<file path="src/rtl/fetch_unit_if.sv">
// Bundle of the fetch unit's program-load, redirect and decode-side handshake signals.
// The master modport is the fetch unit; the slave modport is its environment.
interface fetch_unit_if #(
  parameter int QUEUE_DEPTH = 4
);
  localparam int CW = $clog2(QUEUE_DEPTH) + 1;

  logic          imem_we;
  logic [31:0]   imem_waddr;
  logic [31:0]   imem_wdata;
  logic          redirect_valid;
  logic [31:0]   redirect_pc;
  logic          inst_valid;
  logic          inst_ready;
  logic [31:0]   inst_pc;
  logic [31:0]   inst_data;
  logic [CW-1:0] queue_count;

  modport master (
    input  imem_we, imem_waddr, imem_wdata,
    input  redirect_valid, redirect_pc,
    input  inst_ready,
    output inst_valid, inst_pc, inst_data, queue_count
  );

  modport slave (
    output imem_we, imem_waddr, imem_wdata,
    output redirect_valid, redirect_pc,
    output inst_ready,
    input  inst_valid, inst_pc, inst_data, queue_count
  );
endinterface

</file>
<file path="src/rtl/fetch_unit.sv">
// Instruction-fetch front end: PC sequencer, loadable instruction memory and a
// circular instruction queue with valid/ready backpressure and redirect flush.
module fetch_unit #(
  parameter int          IMEM_DEPTH  = 32,
  parameter int          QUEUE_DEPTH = 4,
  parameter logic [31:0] RESET_PC    = 32'h0
) (
  input  logic         clk,
  input  logic         reset,
  fetch_unit_if.master bus
);
  localparam int AW = $clog2(IMEM_DEPTH);
  localparam int QW = $clog2(QUEUE_DEPTH);
  localparam int CW = QW + 1;

  logic [31:0]   mem    [IMEM_DEPTH];
  logic [31:0]   pc_q   [QUEUE_DEPTH];
  logic [31:0]   data_q [QUEUE_DEPTH];
  logic [31:0]   fetch_pc;
  logic [QW-1:0] head;
  logic [QW-1:0] tail;
  logic [CW-1:0] count;
  logic          not_empty;
  logic          pop;
  logic          push;
  logic [31:0]   fetch_word;
  logic          unused_bits;

  assign unused_bits = ^{bus.imem_waddr[31:AW+2], bus.imem_waddr[1:0], bus.redirect_pc[1:0]};

  // A redirect wins over both ends of the queue, so it masks pop as well as push.
  assign not_empty  = (count != '0);
  assign pop        = not_empty && bus.inst_ready && !bus.redirect_valid;
  assign push       = !bus.redirect_valid && ((count < CW'(QUEUE_DEPTH)) || pop);
  assign fetch_word = mem[fetch_pc[AW+1:2]];

  always_ff @(posedge clk) begin
    if (bus.imem_we) begin
      mem[bus.imem_waddr[AW+1:2]] <= bus.imem_wdata;
    end
  end

  always_ff @(posedge clk) begin
    if (push) begin
      pc_q[tail]   <= fetch_pc;
      data_q[tail] <= fetch_word;
    end
  end

  always_ff @(posedge clk or posedge reset) begin
    if (reset) begin
      fetch_pc <= RESET_PC;
      head     <= '0;
      tail     <= '0;
      count    <= '0;
    end else if (bus.redirect_valid) begin
      fetch_pc <= {bus.redirect_pc[31:2], 2'b00};
      head     <= '0;
      tail     <= '0;
      count    <= '0;
    end else begin
      if (push) begin
        fetch_pc <= fetch_pc + 32'd4;
        tail     <= tail + QW'(1);
      end
      if (pop) begin
        head <= head + QW'(1);
      end
      count <= count + CW'(push) - CW'(pop);
    end
  end

  // Empty queue presents zeros so stale entries never leak after a flush.
  assign bus.inst_valid  = not_empty;
  assign bus.inst_pc     = not_empty ? pc_q[head]   : 32'h0;
  assign bus.inst_data   = not_empty ? data_q[head] : 32'h0;
  assign bus.queue_count = count;
endmodule

</file>
<file path="src/flat_wrapper.sv">
// flat-port wrapper written by rule: the top's interface ports become plain ports
module fetch_unit_flat 
#(
  parameter int          IMEM_DEPTH  = 32,
  parameter int          QUEUE_DEPTH = 4,
  parameter logic [31:0] RESET_PC    = 32'h0
)
  (clk, reset, bus_imem_we, bus_imem_waddr, bus_imem_wdata, bus_redirect_valid, bus_redirect_pc, bus_inst_ready, bus_inst_valid, bus_inst_pc, bus_inst_data, bus_queue_count);
  fetch_unit_if #(.QUEUE_DEPTH(QUEUE_DEPTH)) bus_i ();
  input  logic clk;
  input  logic reset;
  input wire logic [$bits(bus_i.imem_we)-1:0] bus_imem_we;
  input wire logic [$bits(bus_i.imem_waddr)-1:0] bus_imem_waddr;
  input wire logic [$bits(bus_i.imem_wdata)-1:0] bus_imem_wdata;
  input wire logic [$bits(bus_i.redirect_valid)-1:0] bus_redirect_valid;
  input wire logic [$bits(bus_i.redirect_pc)-1:0] bus_redirect_pc;
  input wire logic [$bits(bus_i.inst_ready)-1:0] bus_inst_ready;
  output wire logic [$bits(bus_i.inst_valid)-1:0] bus_inst_valid;
  output wire logic [$bits(bus_i.inst_pc)-1:0] bus_inst_pc;
  output wire logic [$bits(bus_i.inst_data)-1:0] bus_inst_data;
  output wire logic [$bits(bus_i.queue_count)-1:0] bus_queue_count;
  assign bus_i.imem_we = bus_imem_we;
  assign bus_i.imem_waddr = bus_imem_waddr;
  assign bus_i.imem_wdata = bus_imem_wdata;
  assign bus_i.redirect_valid = bus_redirect_valid;
  assign bus_i.redirect_pc = bus_redirect_pc;
  assign bus_i.inst_ready = bus_inst_ready;
  assign bus_inst_valid = bus_i.inst_valid;
  assign bus_inst_pc = bus_i.inst_pc;
  assign bus_inst_data = bus_i.inst_data;
  assign bus_queue_count = bus_i.queue_count;
  fetch_unit #(.IMEM_DEPTH(IMEM_DEPTH), .QUEUE_DEPTH(QUEUE_DEPTH), .RESET_PC(RESET_PC)) u_core (.clk(clk), .reset(reset), .bus(bus_i));
endmodule
</file>
<file path="config.mk">
export PLATFORM = sky130hd
export DESIGN_NAME = fetch_unit_flat
export DESIGN_NICKNAME = d
export VERILOG_FILES = /design/src/rtl/fetch_unit_if.sv /design/src/rtl/fetch_unit.sv /design/src/flat_wrapper.sv
export SDC_FILE = /design/constraint.sdc
export NUM_CORES = 1
export LEC_CHECK = 0
export CORE_ASPECT_RATIO = 1.4
export CORE_MARGIN = 2
export CORE_UTILIZATION = 60
export CTS_CLUSTER_SIZE = 30
export DETAILED_ROUTE_END_ITERATION = 16
export GPL_ROUTABILITY_DRIVEN = 0
export MAX_ROUTING_LAYER = met4
export PLACE_DENSITY_LB_ADDON = 0.3
export RECOVER_POWER = 100
export SLEW_MARGIN = 25
export SYNTH_ARGS = -nofsm -noshare
export SYNTH_HDL_FRONTEND = slang
export SYNTH_SLANG_ARGS = --single-unit
</file>
<file path="constraint.sdc">
create_clock -name clk -period 3.4 [get_ports clk]
set_input_delay 0.68 -clock clk [delete_from_list [all_inputs] [get_ports clk]]
set_output_delay 0.68 -clock clk [all_outputs]
set_load 0.005 [all_outputs]
</file>
==> impl_metrics.json, run 1 <==
{
  "status": "complete, but fails checks",
  "violations": "capacitance limit, slew limit",
  "cts_made_buffers": 110,
  "grt_overflow": 0,
  "fmax_ghz": 0.294,
  "die_w_um": 248,
  "fin_hold_ws_ns": 0.326,
  "cts_tree": "yes",
  "maxCapViolCount": 15,
  "synth_edf_count": 1272,
  "synth_cell_type_count": 47,
  "wire_per_inst_um": 31.8,
  "p_total_mw": 40.4,
  "syn_inst": 2212,
  "synthDominantCellAreaShare_pct": 76.2,
  "critical_path_required_ns": 2.72,
  "p_per_area_mw_per_mm2": 713,
  "layout.nets": 2600,
  "hold_viol_final": 0,
  "grt_pass1_vias": 25372,
  "finalSetupViolations": 0,
  "hp-class": "in -> reg",
  "nFillCells": 4903,
  "drc": 0,
  "synth_area_leader_cell": "edfxtp_1",
  "whs_path_depth": 2,
  "num_rows": 125,
  "grtUsageTotal_pct": 28.5,
  "critPathArrivalTime_ns": 2.72,
  "post-route-period-util_pct": 99.9,
  "dr.pass1.iters": 6,
  "layout-area-overhead-vs-synth_pct": 13.0,
  "root_buffer": "clkbuf_16",
  "start_util_pct": 60.5,
  "reg2regPathDepth": 5,
  "async_flop_share_pct": 2.83,
  "seqCellArea_mm2": 0.0391,
  "finalMaxSlewViolations": 301,
  "skew_ns": 0.0244,
  "wirelength_um": 117000,
  "place_inst": 3449,
  "routed-via-count": 24522,
  "rsz0062_at_grt": "true",
  "h-tree-depth": 3,
  "clockBufferDepth": 3,
  "synth.area.top_cells": "edfxtp_1, mux4_2, dfrtp_1",
  "via_per_inst": 6.68,
  "cts_sinks": 1309,
  "yosysWarnings": 0,
  "ys_seq_elements": 1309,
  "core_mm2": 0.0829,
  "ys_seq_area_share_pct": 78.0,
  "ir_worst_vdd_mv": 0.645,
  "stdcell_count": 3671,
  "fp.dieH_um": 346,
  "grt_pass1_wl_um": 169000,
  "grt_max_degree": 87,
  "drive_above_1_share_pct": 23.0,
  "p_leak_nw": 17.7,
  "cp-start-kind": "flip-flop",
  "worst_pin_slew_ns": 1.93,
  "endpoint_kind": "output port",
  "multi_input_area_mm2": 0.0101,
  "ant_nets": 0,
  "antenna_found_initial": 8,
  "first_iter_violations": 2755,
  "synth_ff_type": "edfxtp_1",
  "ios": 169,
  "clk_pin_slew_ns": 0.07,
  "avgSynthCellArea_um2": 22.7,
  "relSlewSlack_pct": -28.4,
  "dp_hpwl_um": 66000,
  "portBuffers": 137,
  "period_minus_slack_ns": 3.40,
  "critical_path_class": "reg -> out",
  "crit_fanout": 7,
  "synth_area_mm2": 0.0501,
  "yosys-top-cells-count": "edfxtp_1, mux4_2, o22ai_1, and2_1",
  "fp.dieArea_mm2": 0.0859,
  "clock_latency_ns": 0.71,
  "yosysMostFrequentCell": "edfxtp_1"
}
## per-stage QoR
| stage | setup WS, ns | setup TNS, ns | utilization [%] | cell area (um^2) |
|---|---|---|---|---|
| CTS | -0.0567 | -0.806 | 69.4 | 57600 |
| global placement | 0.432 | 0 | 65.0 | 53900 |
| floorplan | 0.256 | 0 | - | 50100 |
| finish | 0.00326 | 0 | 68.3 | 56700 |
| global route | -0.0293 | -0.338 | 68.3 | 56700 |
| detailed placement | 0.398 | 0 | 65.0 | 53900 |
## final timing paths
check	startpoint	endpoint	slack [ns]
setup / recovery	u_core.head[0]	bus_inst_data[8]	0.003
hold reg to reg	u_core.fetch_pc[28]	u_core.pc_q[2][28]	0.60
setup reg to reg	u_core.fetch_pc[6]	u_core.data_q[1][28]	0.05
max in group asynchronous	reset	u_core.fetch_pc[7]	1.78
min in group asynchronous	reset	u_core.fetch_pc[3]	0.64
hold / removal	bus_redirect_valid	u_core.bus.queue_count[1]	0.33
## logic make-up (layout without fill, tap and decap cells)
| kind of cell | after synthesis | count (layout) | share of synthesized area (%) |
|---|---|---|---|
| AOI/OAI and AO/OA | 165 | 165 | 2.11 |
| xor gates and xnor gates | 34 | 34 | 0.594 |
| adders and majority gates | 8 | 8 | 0.215 |
| buffers and inverters | 131 | 503 | 1.63 |
| DFF | 1309 | 1309 | 78.0 |
| muxes | 322 | 322 | 14.5 |
| other | 1 | 9 | 0.00748 |
| and+or+nand+nor | 242 | 242 | 2.93 |
## registers in the layout, indices dropped and copies added, names as in the netlist
| signal | count |
|---|---|
| u_core.bus.queue_count | 3 |
| u_core.data_q | 128 |
| u_core.fetch_pc | 30 |
| u_core.head | 2 |
| u_core.mem | 1024 |
| u_core.pc_q | 120 |
| u_core.tail | 2 |
## layout make-up
cell class                      instances  area share (%)
Inverter                                8          0.0530
Clock buffer                          135            5.08
Tap cell                             1079            2.38
Timing Repair Buffer                  289            4.13
Clock inverter                         71            1.35
Sequential cell                      1309            69.1
Antenna cell                            7          0.0309
Multi-Input combinational cell        773            17.9
## routing by layer
| layer | share of wire, % | global-route usage, % | wire length (um) |
|---|---|---|---|
| met5 | 0 | - | 0 |
| met4 | 3.8 | 10.8 | 4410 |
| met3 | 8.3 | 4.14 | 9690 |
| met2 | 52 | 47.1 | 61000 |
| met1 | 36 | 36.0 | 41700 |
## where the power goes
group | internal (mW) | leakage, nW | switching [mW]
registers | 18.9 | 11.9 | 0.362
logic | 4.24 | 3.94 | 4.17
clock network | 7.11 | 1.78 | 5.62
## worst max-delay path, stage by stage, from the launching register on
cell	delay (ns)
dfrtp_4	0.50
buf_4	0.19
buf_16	0.14
mux4_2	0.55
and2_1	0.19
clkdlybuf4s50_1	0.45
## cells in the final DEF (no fill, tap or decap), types with 22 or more instances in the layout
master and instances:
buf_4 37, nor4_1 22, o21ai_0 22, clkbuf_1 105, nand2_1 37, nor2_1 33, clkbuf_2 25, clkdlybuf4s50_1 96
and2_1 66, o22ai_1 128, clkbuf_16 112, dfrtp_1 35, clkinv_2 26, dlygate4sd3_1 22, edfxtp_1 1272, mux4_2 303
## repair_timing
action	4_1_cts	5_1_grt
cloned	1	2
hold buffers	0	0
setup endpoints to repair	50	24
hold endpoints to repair	0	0
gates resized for setup	1	1
setup buffers	2	4
Power figures use the tool's default switching activity.
==> run 2: changes to the inputs <==
- CORE_MARGIN: 2 -> 5
==> run 2 against run 1 <==
Compared with the run above: the flow still finishes with violations (capacitance limit, slew limit); clock skew is 0.010 ns lower; non-clock buffer count decreased by 16; maximum frequency up 0.83%; clock power is essentially flat; first-iteration DRC count grew 2.5%; power fell by 1.1%; global-route usage decreased by 1.7 points; wire length shrank 0.60%; largest cell class unchanged; largest power group unchanged; highest routed layer unchanged.
==> impl_metrics.json, run 2 (synthesis gave the netlist of run 1 again) <==
{
  "status": "complete, but fails checks",
  "violations": "capacitance limit, slew limit",
  "critical_path_required_ns": 3.69,
  "clock_latency_ns": 0.69,
  "grt_overflow": 0,
  "skew_ns": 0.0142,
  "start_util_pct": 60.5,
  "crit_fanout": 25,
  "ant_nets": 0,
  "stdcell_count": 3655,
  "portBuffers": 137,
  "via_per_inst": 6.67,
  "drive_above_1_share_pct": 22.3,
  "grt_pass1_vias": 25221,
  "place_inst": 3440,
  "cp-start-kind": "input port",
  "period_minus_slack_ns": 3.37,
  "ios": 169,
  "finalSetupViolations": 0,
  "dr.pass1.iters": 7,
  "hp-class": "in -> reg",
  "grt_pass1_wl_um": 170000,
  "post-route-period-util_pct": 99.1,
  "grtUsageTotal_pct": 26.7,
  "ir_worst_vdd_mv": 0.822,
  "nFillCells": 4923,
  "rsz0062_at_grt": "true",
  "endpoint_kind": "flip-flop",
  "grt_max_degree": 67,
  "largest_reg_flops": 1024,
  "num_rows": 125,
  "wirelength_um": 116000,
  "wire_per_inst_um": 31.8,
  "postCtsHoldBufs": 0,
  "h-tree-depth": 3,
  "p_leak_nw": 17.8,
  "routed-via-count": 24396,
  "core_mm2": 0.0829,
  "final_common_cell": "edfxtp_1",
  "cts_tree": "yes",
  "critPathArrivalTime_ns": 3.66,
  "seqCellArea_mm2": 0.0391,
  "hold_viol_final": 0,
  "path_buf_inv": 3,
  "cts_sinks": 1309,
  "fin_tns_setup_ns": 0,
  "layout.nets": 2588,
  "p_per_area_mw_per_mm2": 707,
  "crit_chain": "dlygate4sd3_1 > nand3b_1 > clkbuf_1 > nor2_1 > clkbuf_2",
  "critical_path.top_delay_family": "buffers and inverters",
  "clockBufferDepth": 3,
  "maxCapViolCount": 8,
  "layout-area-overhead-vs-synth_pct": 12.7,
  "max_stage_delay_ns": 0.90,
  "multi_input_area_mm2": 0.0101,
  "fp.dieH_um": 352,
  "place_worst_setup_slack_ns": 0.339,
  "first_iter_violations": 2823,
  "antenna_found_initial": 4,
  "placed_cell_area_mm2": 0.0539,
  "relSlewSlack_pct": -12.1,
  "drc": 0,
  "critical_path_class": "in -> reg",
  "dp_hpwl_um": 65800,
  "final_cell_mix": "edfxtp_1, mux4_2, o22ai_1",
  "root_buffer": "clkbuf_16",
  "clk_pin_slew_ns": 0.07,
  "finalMaxSlewViolations": 171,
  "final_cell_area_mm2": 0.0565,
  "worst_pin_slew_ns": 1.68,
  "cp_slowest_cell": "clkbuf_2",
  "fmax_ghz": 0.297,
  "setup_ws_ns": 0.0313,
  "die_w_um": 254,
  "fp.dieArea_mm2": 0.0895,
  "cts_made_buffers": 114
}
==> run 2: final timing paths <==
check / start / end / slack, ns / cells past startpoint
worst max-delay path: bus_imem_we / u_core.mem[21][27] / 0.03 / 5
min in group asynchronous: reset / u_core.bus.queue_count[1] / 0.56 / 2
worst min-delay path: bus_redirect_valid / u_core.bus.queue_count[2] / 0.31 / 2
worst max register to register: u_core.fetch_pc[3] / u_core.fetch_pc[29] / 0.06 / 6
max in group asynchronous: reset / u_core.fetch_pc[9] / 1.89 / 3
worst min register to register: u_core.fetch_pc[29] / u_core.pc_q[3][29] / 0.60 / 0
==> run 2: repair_timing <==
item | in CTS | in global routing
resized for setup | 1 | 20
endpoints found under the setup margin | 52 | 34
setup buffers | 2 | 0
==> run 2: area by class of cell <==
| cell class | instances | share of cell area (%) |
|---|---|---|
| Timing Repair Buffer | 273 | 3.99 |
| Tap cell | 1079 | 2.39 |
| Clock buffer | 137 | 5.28 |
| Sequential cell | 1309 | 69.3 |
| Inverter | 8 | 0.0532 |
| Clock inverter | 73 | 1.08 |
| Multi-Input combinational cell | 773 | 17.9 |
| Antenna cell | 3 | 0.0133 |
==> run 2: metrics by stage <==
step	hold WS [ns]	utilization [%]	power, mW
after floorplan	0.477	-	24.8
after global placement	0.555	65.0	27.8
after detailed placement	0.574	65.0	28.1
after CTS	0.289	69.3	40.6
after global routing	0.307	68.2	41.4
final	0.314	68.2	40.0
==> run 2: report_power, final <==
group | total [mW] | switching (mW) | internal, mW
Clock | 12.5 | 5.57 | 6.98
Combinational | 8.12 | 4.08 | 4.04
Sequential | 19.3 | 0.397 | 18.9
==> run 2: per-layer routing <==
metal | GRT usage (%) | wire length, um
met1 | 34.2 | 40500
met2 | 44.4 | 61000
met4 | 8.47 | 4390
met3 | 4.87 | 10300
met5 | - | 0
